$ cat src/rtl/serial_adder_pkg.sv
// Shared types and limits for the bit-serial adder controller.
package serial_adder_pkg;

   typedef enum logic [1:0] {
      IDLE = 2'd0,
      RUN  = 2'd1,
      DONE = 2'd2
   } state_t;

   localparam int WIDTH_MIN = 1;
   localparam int WIDTH_MAX = 64;

   // A one-bit operation still needs a one-bit counter.
   function automatic int cnt_width(input int w);
      return (w > 1) ? $clog2(w) : 1;
   endfunction

endpackage

$ cat src/rtl/serial_adder_ctrl_full_adder.sv
// Single-bit full adder cell, purely combinational (zero latency).
module full_adder (
   input  logic x,
   input  logic y,
   input  logic ci,
   output logic s,
   output logic co
);

   assign s  = x ^ y ^ ci;
   assign co = (x & y) | (ci & (x ^ y));

endmodule

$ cat src/rtl/serial_adder_ctrl.sv
// Bit-serial WIDTH-bit adder, one bit per clock LSB first; done pulses WIDTH cycles after start.
// start is ignored while busy (no queuing); optional subtract via SERIAL_ADDER_SUB_EN.
module serial_adder_ctrl
   import serial_adder_pkg::*;
#(
   parameter int WIDTH = 8
) (
   input  logic             clk,
   input  logic             rst_n,
   input  logic             start,
   input  logic [WIDTH-1:0] a,
   input  logic [WIDTH-1:0] b,
   input  logic             cin,
`ifdef SERIAL_ADDER_SUB_EN
   input  logic             sub,
`endif
   output logic             busy,
   output logic             done,
   output logic [WIDTH-1:0] sum,
   output logic             cout
);

   localparam int CW = cnt_width(WIDTH);

   state_t           state_q, state_d;
   logic [WIDTH-1:0] a_q, a_d;
   logic [WIDTH-1:0] b_q, b_d;
   logic             c_q, c_d;
   logic [WIDTH-1:0] res_q, res_d;
   logic [WIDTH-1:0] sum_q, sum_d;
   logic             cout_q, cout_d;
   logic [CW-1:0]    cnt_q, cnt_d;

   logic             fa_s;
   logic             fa_co;
   logic [WIDTH:0]   res_shift;

   full_adder u_fa (
      .x  (a_q[0]),
      .y  (b_q[0]),
      .ci (c_q),
      .s  (fa_s),
      .co (fa_co)
   );

   // New sum bit enters at the MSB so bit 0 lands at position 0 after WIDTH shifts.
   assign res_shift = {fa_s, res_q} >> 1;

   always_comb begin
      state_d = state_q;
      a_d     = a_q;
      b_d     = b_q;
      c_d     = c_q;
      res_d   = res_q;
      sum_d   = sum_q;
      cout_d  = cout_q;
      cnt_d   = cnt_q;
      case (state_q)
         IDLE, DONE: begin
            if (start) begin
               a_d     = a;
               res_d   = '0;
               cnt_d   = '0;
               state_d = RUN;
`ifdef SERIAL_ADDER_SUB_EN
               b_d     = sub ? ~b : b;
               c_d     = sub ? 1'b1 : cin;
`else
               b_d     = b;
               c_d     = cin;
`endif
            end else begin
               state_d = IDLE;
            end
         end
         RUN: begin
            a_d   = a_q >> 1;
            b_d   = b_q >> 1;
            c_d   = fa_co;
            res_d = res_shift[WIDTH-1:0];
            cnt_d = cnt_q + CW'(1);
            if (cnt_q == CW'(WIDTH - 1)) begin
               sum_d   = res_shift[WIDTH-1:0];
               cout_d  = fa_co;
               cnt_d   = '0;
               state_d = DONE;
            end
         end
         default: state_d = IDLE;
      endcase
   end

   always_ff @(posedge clk or negedge rst_n) begin
      if (!rst_n) begin
         state_q <= IDLE;
         a_q     <= '0;
         b_q     <= '0;
         c_q     <= 1'b0;
         res_q   <= '0;
         sum_q   <= '0;
         cout_q  <= 1'b0;
         cnt_q   <= '0;
      end else begin
         state_q <= state_d;
         a_q     <= a_d;
         b_q     <= b_d;
         c_q     <= c_d;
         res_q   <= res_d;
         sum_q   <= sum_d;
         cout_q  <= cout_d;
         cnt_q   <= cnt_d;
      end
   end

   assign busy = (state_q == RUN);
   assign done = (state_q == DONE);
   assign sum  = sum_q;
   assign cout = cout_q;

endmodule

$ cat config.mk
export PLATFORM = sky130hd
export DESIGN_NAME = serial_adder_ctrl
export DESIGN_NICKNAME = d
export VERILOG_FILES = /design/src/rtl/serial_adder_pkg.sv /design/src/rtl/serial_adder_ctrl_full_adder.sv /design/src/rtl/serial_adder_ctrl.sv
export SDC_FILE = /design/constraint.sdc
export NUM_CORES = 1
export LEC_CHECK = 0
export ABC_AREA = 1
export CAP_MARGIN = 10
export CELL_PAD_IN_SITES_DETAIL_PLACEMENT = 0
export CELL_PAD_IN_SITES_GLOBAL_PLACEMENT = 1
export CORE_ASPECT_RATIO = 0.75
export CORE_MARGIN = 2
export CORE_UTILIZATION = 31
export CTS_CLUSTER_DIAMETER = 150
export CTS_CLUSTER_SIZE = 30
export DETAILED_ROUTE_END_ITERATION = 8
export MAX_ROUTING_LAYER = met4
export PLACE_DENSITY = 0.61
export REMOVE_ABC_BUFFERS = 1
export SKIP_LAST_GASP = 1
export SLEW_MARGIN = 20
export SYNTH_ARGS = -nofsm -noshare
export SYNTH_HDL_FRONTEND = slang
export SYNTH_SLANG_ARGS = --single-unit
$ cat constraint.sdc
create_clock -name clk -period 2.47 [get_ports clk]
set_input_delay 0.3705 -clock clk [delete_from_list [all_inputs] [get_ports clk]]
set_output_delay 0.3705 -clock clk [all_outputs]
set_load 0.02 [all_outputs]
* Word-level counts from Yosys, hierarchy flattened
Index checks and enable logic that the tools add are counted.
** Cells by class
- $add $sub $neg :: 1
- Equality and inequality tests :: 5
- Muxes and demuxes :: 14
- Bitwise gates (word level) :: 5
- Reductions and logical operators :: 5
** Operators with widths (number)
- $pmux W8 S2 :: 3
- $mux W8 :: 3
- $mux W3 :: 2
- $pmux W3 S2 :: 1
- $pmux W2 S2 :: 1
- $reduce_and A2 Y1 :: 2
- $add A3 B1 Y3 const B :: 1
- $eq A3 B3 Y1 const B :: 1
- $and A1 B1 Y1 :: 2
- $eq A2 B1 Y1 const B :: 1
- $eq A2 B2 Y1 const B :: 1
- $logic_not A2 Y1 :: 1
- $mux W1 :: 2
- $mux W2 :: 1
- $ne A2 B1 Y1 const B :: 1
- $ne A2 B2 Y1 const B :: 1
- $pmux W1 S2 :: 1
- $reduce_bool A2 Y1 :: 1
- $reduce_or A2 Y1 :: 1
- $xor A1 B1 Y1 :: 2
- $or A1 B1 Y1 :: 1
** Word-level totals
- Register bits after elaboration :: 39
- Bits of input ports :: 20

* Longest topological paths before layout
- Depth after elaboration :: 4
- Depth in mapped cells :: 8

* Cells and area by module
Synthesis repeated with hierarchy kept, for this count alone.
** Second synthesis, totals
- Cell total of the unflattened synthesis :: 221
- Area, all modules :: 1851.8 um^2
** By module, submodules not included
- serial_adder_ctrl :: times used 1, cells an instance 220, area each 1831.8 um^2, seq. area each 950.9 um^2
- full_adder :: times used 1, cells an instance 1, area each 20.0 um^2, seq. area each 0.0 um^2

* Worst setup path before layout
OpenSTA, ideal clock, no wires.
- Path type :: register to output
- Start point :: reg state_q[0]
- End point :: out done
- Data arrival time :: 0.964 ns
- Required time :: 2.099 ns
- Path slack :: 1.135 ns
- Cell stages (with the launch flop) :: 4
- Buffers on the path :: 2
- Path through :: dfrtp_1 -> buf_6 -> buf_2 -> nor2_1
** Between the ends
- Word-level cells in the longest chain between the ends :: 1
** RTL lines
- start, declared :: RTL line serial_adder_ctrl.sv:25 : state_t state_q, state_d;
- start signal, assigned :: RTL line serial_adder_ctrl.sv:104 : state_q <= state_d;
- $eq A2 B2 Y1 :: RTL line serial_adder_ctrl.sv:116 : assign done = (state_q == DONE);
- end, declared :: RTL line serial_adder_ctrl.sv:18 : output logic done,
Every way passes these cells.

* Worst setup path in the final report
- Start point :: reg state_q[1]
- End point :: out busy
** Between the ends
- Word-level cells in the longest chain between the ends :: 1
** RTL lines
- $eq A2 B1 Y1 :: RTL line serial_adder_ctrl.sv:115 : assign busy = (state_q == RUN);
- end, declared :: RTL line serial_adder_ctrl.sv:17 : output logic busy,
Every way passes these cells.

==> summary by stage <==
Layout
Summing all flip-flop and latch instances after layout gives 951 um2. Once layout is complete, the utilization of the core stands at 0.394. The antenna cell count is 0. The number of inserted filler cells in the final layout is 616. In the final layout, the multi-input gates occupy 661 um2. Compared with the post-synthesis result, the final layout area differs by 23.3%. After the last flow step, the layout net total stands at 273.

Of the cells placed in the final design, the portion with a size suffix greater than 1 is 0.0956. The library cell used most frequently in the layout, excluding fill and tap cells, is nand2_1. Summing all non-filler instances in the final layout gives an area of 0.00228 mm2.

In the layout the commonest cells are nand2_1, inv_1, dfrtp_1. The number of non-filler instances in the completed layout is 329.

Yosys
By area, the combinational part of the netlist is dominated by simple AND/OR/NAND/NOR gates. Of the total synthesized cell area, the portion taken by XOR and XNOR cells is 0. The gate count after technology mapping is 221.

The number of flip-flops and latches in the synthesized netlist is 38. The synthesized netlist occupies a cell area of 0.00185 mm2. After synthesis, the netlist uses 20 different library cells.

The share of the synthesized area in compound gates (AO/OA/AOI/OAI) is 0.0649. A synthesized cell averages 8.38 um2. Of the total synthesized cell area, the portion taken by AND, OR, NAND and NOR gates is 0.268. The portion of the post-synthesis area used by sequential elements is 0.514. The mux cell area share after synthesis is 0. The area share of fa/ha/maj cells after synthesis is 0.0243. For this run, the number of Yosys warnings is 0.

Detailed routing
The remaining antenna violation count is 0. In this run, the number of DRC markers left after iteration 0 of detailed routing was 59. The average routed wire per standard cell is ~11 um. The total wire length is ~3.7 mm. The first detailed-routing pass took 4 iterations. The number of design rule violations left after detail routing is 0. The total via count in the routed design is about 1,400. The number of vias per cell after detailed routing is 4.21.

Critical path
STA classifies the critical path startpoint as a flop. Measured in cells, the most critical reg-to-reg path has a length of 6. In this run the worst setup path begins at state_q[1]$_DFFE_PN0P_. For the worst setup path, the data required time is 2.10 ns. The critical path start-end classification is flop to primary output.

The setup check on the worst reg-to-reg path leaves a slack of 0.87 ns. STA classifies the critical path endpoint as a primary output. The launching point of the worst reg2reg path is state_q[1]$_DFFE_PN0P_.

Data on the critical path arrives at its endpoint at roughly 1.7 ns. In this run the worst path has a maximum fanout of 12.

Clocking
The number of H-tree levels is 2. After clock tree synthesis, the setup repair step added 0 buffers. After clock tree synthesis, the clock-pin slew on the worst setup and hold paths is 0.07 ns. The number of sinks on the clock net is 38.

The later pin in the worst-skew pair is clocked with a latency of 0.29 ns. CTS placed an instance of clkbuf_8 at the clock tree root. Counting the buffers created by CTS gives 5.

The count of hold-fix buffers inserted at cts is 0. The clock tree from TritonCTS is yes. The number of buffers on the longest clock path is 2. After clock tree synthesis, the repair step resized 0 gates.

Timing
Setup repair after global routing left no endpoint under its margin. The clock tree skew after final layout is 0.0116 ns. The final critical-path setup slack is between 0.3 and 0.4 ns. In the final timing run, aggregate negative setup slack is 0 ns. The number of max-slew violations in the final report is 0. The final count of negative-setup-slack endpoints is 0.

The part of the cycle the worst path needs is 0.839. The count of final hold-check violations is 0. The routed design could run at a clock period as short as roughly 2.1 ns.

The worst slew slack as a fraction of its limit is 0.431. Based on the critical path, the design can be clocked at up to 483 MHz. At the pin with the least slew margin, the transition time is 0.854 ns.

Global routing
Entering global routing, the biggest net connects 39 pins. The final global-route overflow total is 0. The number of global-route vias before repair was approximately 1,400.

The all-layer global routing usage is 0.135. The first global-routing pass estimated ~6.6 mm of wire. The number of antenna violations at the first check in global routing came to 0.

Power and ir drop
In this run the power density over the cells is 1310 mW/mm2. The cell leakage power is 1.19 nW. VDD sags by at most just under 0.4 mV.

Place
Once placement finished, the instance area stood at 0.00218 mm2. At the end of routability-driven placement, the weighted congestion stood at about 0.67. Prior to clock tree synthesis, the placed netlist has a worst setup slack of 0.707 ns.

The HPWL after detailed placement is 2.31 mm. Counting tap cells, the placed design contains a total of 321 instances. The number of buffer cells added on primary ports is 30.

Floorplanning
Pin placement for this block handled 31 I/O pins. From bottom edge to top edge, the die measures 70.9 um. After floorplanning, the core was sized to cover 0.00580 mm2. Measured along the x axis, the die boundary spans 93.2 um. The initial utilization of the core area, before any placement, comes to 0.320. The site row count is 24. The floorplan die area is 0.00661 mm2.

Min path
The tightest min-delay check is of the input pin to async pin type.

Job
The max-cap check violation count is 0.

Status
The flow ran to the end, and the final reports show no timing, DRC or antenna violations.
-- final timing paths --
path	end
worst min register to register	sum[3]$_DFFE_PN0P_
min in group clk	sum[3]$_DFFE_PN0P_
max in group asynchronous	cnt_q[2]$_DFFE_PN0P_
worst min-delay path	cnt_q[1]$_DFFE_PN0P_
worst max-delay path	busy
worst max register to register	a_q[5]$_DFFE_PN0P_
-- synth_stat cells --
library cell,n,area [um2]
inv_1,39,146
nand3_1,30,150
inv_4,1,6.26
nand2_2,1,6.26
buf_6,4,45.0
fa_1,1,20.0
nand2_1,74,278
buf_4,2,15.0
o21ai_1,5,25.0
dfrtp_1,38,951
nand2_8,1,20.0
inv_6,1,8.76
nor2_1,2,7.51
inv_2,1,3.75
buf_2,3,15.0
o21ai_0,5,25.0
o21ai_2,8,70.1
nand2_4,2,22.5
nor2_4,1,11.3
ha_1,2,25.0
-- logic make-up after synthesis --
kind of cell / Yosys count
DFF: 38
adders and majority gates: 3
and+or+nand+nor: 111
AOI/OAI and AO/OA: 18
buffers and inverters: 51
-- critical path, cell delays in order (launching register included) --
cell and delay (ns):
dfrtp_1 0.42, nor2_4 0.31, clkdlybuf4s50_1 0.68
-- metal layers --
metal / vias up / track usage / share of wire
met4: 0 / 0.0588 / 0.021
li1: 725 / - / -
met5: - / - / 0
met1: 630 / 0.178 / 0.51
met3: 7 / 0.0362 / 0.031
met2: 23 / 0.194 / 0.44
-- flip-flops by register name (all words and copies together), names as in the netlist --
signal / count
cout: 1
b_q: 8
c_q: 1
res_q: 7
a_q: 8
sum: 8
cnt_q: 3
state_q: 2
-- stage by stage --
step	hold WS [ns]	total power, mW
floorplan	0.0749	2.04
global placement	0.462	2.49
detailed placement	0.465	2.49
CTS	0.223	3.03
global route	0.247	3.30
finish	0.188	2.98
-- cell type report --
cell class | count | share of cell area
inverter | 42 | 0.0723
sequential | 38 | 0.416
clock inverter | 1 | 0.0132
timing repair buffer | 31 | 0.133
tap | 78 | 0.0427
multi-input combinational | 132 | 0.289
clock buffer | 7 | 0.0334
-- power breakdown --
part | internal, mW | total, mW | switching [mW]
logic | 0.544 | 1.39 | 0.843
clock network | 0.302 | 0.517 | 0.214
registers | 0.923 | 1.08 | 0.155
total | 1.77 | 2.98 | 1.21
(Power assumes the default switching activity.)
==> RTL change 1 (same flow settings) <==
The option `SERIAL_ADDER_SUB_EN` is turned on by a define.
--- a/src/rtl/serial_adder_ctrl.sv
+++ b/src/rtl/serial_adder_ctrl.sv
@@ -1,4 +1,6 @@
 // Bit-serial WIDTH-bit adder, one bit per clock LSB first; done pulses WIDTH cycles after start.
 // start is ignored while busy (no queuing); optional subtract via SERIAL_ADDER_SUB_EN.
+`define SERIAL_ADDER_SUB_EN
+
 module serial_adder_ctrl
    import serial_adder_pkg::*;
Interface: changed (added sub); port bits go from 31 to 32. No check against the original RTL was run, so the function may have changed too.
==> RTL change 1 against the original RTL <==
Synthesized area shrank 1.2%; first-iteration DRC count increased by 47%; utilization down 0.38 points; worst setup slack worse by 0.095 ns; count of clock-buffer cells in the layout shrank 2; power down 13%; die area down 1.2%; sequential cell count unchanged; wire length increased by 3.1%; cell area down 1.5%; final cell count grew 1.2%; critical path type unchanged; largest cell class unchanged; largest power group unchanged.
==> RTL change 1: results <==
[outcome]
outcome = completed

[placed_design]
hpwl_mm = 2.57
port_buffers = 31
dp_slack_ns = 0.548
gp_congestion = 0.729

[clocking]
clkSlewWorstSetupHoldPaths_ns = 0.07
cts_setup_buffers = 0
htree_levels = 2
cts_resized = 0
cts_root_buf = clkbuf_8
insertion_delay_ns = 0.28
clockBufferDepth = 2
cts_buffers = 5

[synthesis]
ys_types = 20
synthTopCellsByCount = nand2_1 (106), dfrtp_1 (38), nand3_1 (37), inv_1 (17), buf_6 (5)
ys.flop_type = dfrtp_1
synth_seq_area_share = 0.520
ys_warn_count = 0
async_reset_ff_frac = 1.00
ys_top_cells_by_area = dfrtp_1 (52%), nand2_1 (22%), nand3_1 (10%)

[worst_setup_path]
crit_family = buffers and inverters
arrival_ns = 1.80
max_stage_delay_ns = 0.61
critPathSlowestCell = dfrtp_1
path_max_fanout = 12

[global_routing]
grt_util_all_layers = 0.134
antenna_found_initial = 0
grt_max_degree = 39
grt_pass1_wl_mm = 6.67

[hold_path]
hp-class = input port to async pin

[power_and_ir_drop]
p_leak_nw = 1.17
ir_worst_vdd_mv = 0.383

[route]
drt_iter0_markers = 87
routed_wirelength_mm = 3.79
vias = 1428
first_pass_iters = 4

[sta]
worst_pin_slew_ns = 0.866
fin_skew_ns = 0.00498

[layout]
fillers = 617
drive_above_1_share = 0.0745
nets = 279
diodes = 0
==> RTL change 1: final cells by class <==
class                      count  area share
multi-input combinational    157       0.324
clock buffer                   5      0.0306
tap                           78      0.0434
timing repair buffer          32       0.139
inverter                      21      0.0356
sequential                    38       0.423
clock inverter                 2     0.00445
==> RTL change 1: per-stage QoR <==
step | std cells | total power [mW] | area (um2) | util
2_1_floorplan | 216 | 1.81 | 1760 | -
3_3_place_gp | 326 | 2.23 | 2170 | 0.377
3_5_place_dp | 326 | 2.24 | 2170 | 0.377
4_1_cts | 333 | 2.66 | 2250 | 0.390
5_1_grt | 333 | 2.87 | 2250 | 0.390
6_report | 333 | 2.60 | 2250 | 0.390
==> RTL change 1: routing by layer <==
layer,track usage,share of wire,vias up
met5,-,0,-
met2,0.189,0.42,22
met4,0.0490,0.0079,0
met3,0.0345,0.035,2
li1,-,-,751
met1,0.186,0.54,653
==> RTL change 1: power by group <==
group	internal [mW]	total [mW]	switching [mW]
clock	0.189	0.397	0.208
sequential	0.910	1.10	0.186
combinational	0.454	1.11	0.657
==> RTL change 1: logic make-up (layout without fill, tap and decap cells) <==
family	count (synthesis)	after routing	share of synthesized area
AO/OA/AOI/OAI	2	2	0.00547
XOR/XNOR	1	1	0.00479
adder cells (fa/ha/maj)	3	3	0.0246
buffers and inverters	28	60	0.0814
flip-flops	38	38	0.520
AND/OR/NAND/NOR	151	151	0.364
==> RTL change 1: final timing paths <==
path                                  from  endpoint  slack (ns)  depth (start not counted)
worst max register to register  state_q[0]    sum[5]        0.94                          6
worst min register to register      sum[6]    sum[6]        0.47                          2
worst max-delay path            state_q[0]      busy        0.30                          3
max in group asynchronous            rst_n    b_q[6]        1.72                          1
worst min-delay path                 rst_n    a_q[5]        0.20                          1
min in group clk                    sum[6]    sum[6]        0.47                          2
==> RTL change 2 (config.mk and constraints unchanged) <==
Made on the original files. Add an input register stage for `start` and `a`; this delays them by one clock. The other inputs are not delayed to match. Comments in the files are not updated.
--- a/src/rtl/serial_adder_ctrl.sv
+++ b/src/rtl/serial_adder_ctrl.sv
@@ -22,4 +22,12 @@
 
    localparam int CW = cnt_width(WIDTH);
+
+   logic start_q;
+   logic [WIDTH-1:0] a_r;
+
+   always_ff @(posedge clk) begin
+      start_q <= start;
+      a_r     <= a;
+   end
 
    state_t           state_q, state_d;
@@ -58,6 +66,6 @@
       case (state_q)
          IDLE, DONE: begin
-            if (start) begin
-               a_d     = a;
+            if (start_q) begin
+               a_d     = a_r;
                res_d   = '0;
                cnt_d   = '0;
Formal check against the unedited RTL: not equivalent (Yosys sat finds a counterexample within 4 cycles, from zero or initial values and one cycle with rst_n low).
==> RTL change 2 against the original RTL <==
Wire length rose by 4.9%; sequential share of layout area grew 3.9 points; power grew 6.6%; sequential power rose by 13%; utilization shrank 0.053 points; worst setup slack improved by 0.052 ns; sequential cell count is 9 higher; synthesized area increased by 9.7%; die area increased by 9.2%; cell area is 8.9% higher; non-clock buffer count is 1 higher.
==> RTL change 2: results <==
[outcome]
outcome = completed

[sta]
fin_skew_ns = 0.00990
whs_ns = 0.185
post-route-min-period_ns = 2.02
relSlewSlack = 0.425

[global_routing]
grt_pass1_wl_mm = 6.77
grt_pass1_vias = 1329
grt_util_all_layers = 0.123

[worst_setup_path]
crit_family = buffers and inverters
r2r_end = a_q[5]
crit_end = done
path_max_fanout = 17
arrival_ns = 1.65
max_stage_delay_ns = 0.62

[layout]
fin_cells = 342
nets = 283
drive_above_1_share = 0.103
fillers = 658

[synthesis]
ys_top_cells_by_area = dfrtp_1 (47%), nand2_1 (14%), dfxtp_1 (8.9%)
async_reset_ff_frac = 0.809
synth_cells = 230
synthTopCellsByCount = nand2_1 (74), inv_1 (39), dfrtp_1 (38), nand3_1 (30), dfxtp_1 (9)
synth_seq_area_share = 0.557
ys_types = 21

[clocking]
cts_resized = 0
htree_levels = 2
clkSlewWorstSetupHoldPaths_ns = 0.09

[placed_design]
dpl_cell_area_mm2 = 0.00237
dp.cells = 334
gp_congestion = 0.707
dp_slack_ns = 0.769
hpwl_mm = 2.46

[route]
drt_iter0_markers = 97
vias_per_cell = 4.05
routed_wirelength_mm = 3.86

[power_and_ir_drop]
p_leak_nw = 1.28
ir_worst_vdd_mv = 0.425
-- RTL change 2: changes by cell type after synthesis --
cell and delta:
dfxtp_1 +9
-- RTL change 2: per-layer routing --
metal  vias to the layer above  wire (um)  GRT usage  share of wire
met1                       602       2140      0.187           0.55
met4                         0         35     0.0417         0.0091
met2                        22       1540      0.156           0.40
met5                         -          0          -              0
met3                         2        146     0.0301          0.038
li1                        758          -          -              -
-- RTL change 2: cells by family (layout without fill, tap and decap cells) --
family,after synthesis,in the layout,share of synthesized area
adder cells (fa/ha/maj),3,3,0.0222
flip-flops,47,47,0.557
AND/OR/NAND/NOR,111,111,0.244
buffers and inverters,51,82,0.118
AO/OA/AOI/OAI,18,18,0.0591
-- RTL change 2: layout make-up --
class | instances | area, um2 | share of cell area
sequential | 47 | 1130 | 0.455
multi-input combinational | 132 | 661 | 0.266
timing repair buffer | 32 | 310 | 0.125
inverter | 42 | 165 | 0.0664
tap | 81 | 101 | 0.0408
clock buffer | 6 | 82.6 | 0.0332
clock inverter | 2 | 35.0 | 0.0141
-- RTL change 2: worst min path at each step --
stage / to / start / cells past startpoint
2_1_floorplan: a_q[0] / rst_n / 0
3_3_place_gp: a_q[7] / a_r[7] / 2
3_5_place_dp: a_q[7] / a_r[7] / 2
4_1_cts: b_q[6] / rst_n / 1
5_1_grt: sum[2] / rst_n / 1
6_report: sum[4] / rst_n / 1
-- RTL change 2: where the power goes --
| group | leakage (nW) | switching [mW] | internal (mW) | total (mW) |
|---|---|---|---|---|
| Clock | 0.0612 | 0.254 | 0.328 | 0.582 |
| Combinational | 0.666 | 0.833 | 0.543 | 1.38 |
| Sequential | 0.552 | 0.156 | 1.06 | 1.22 |
| Total | 1.28 | 1.24 | 1.94 | 3.18 |
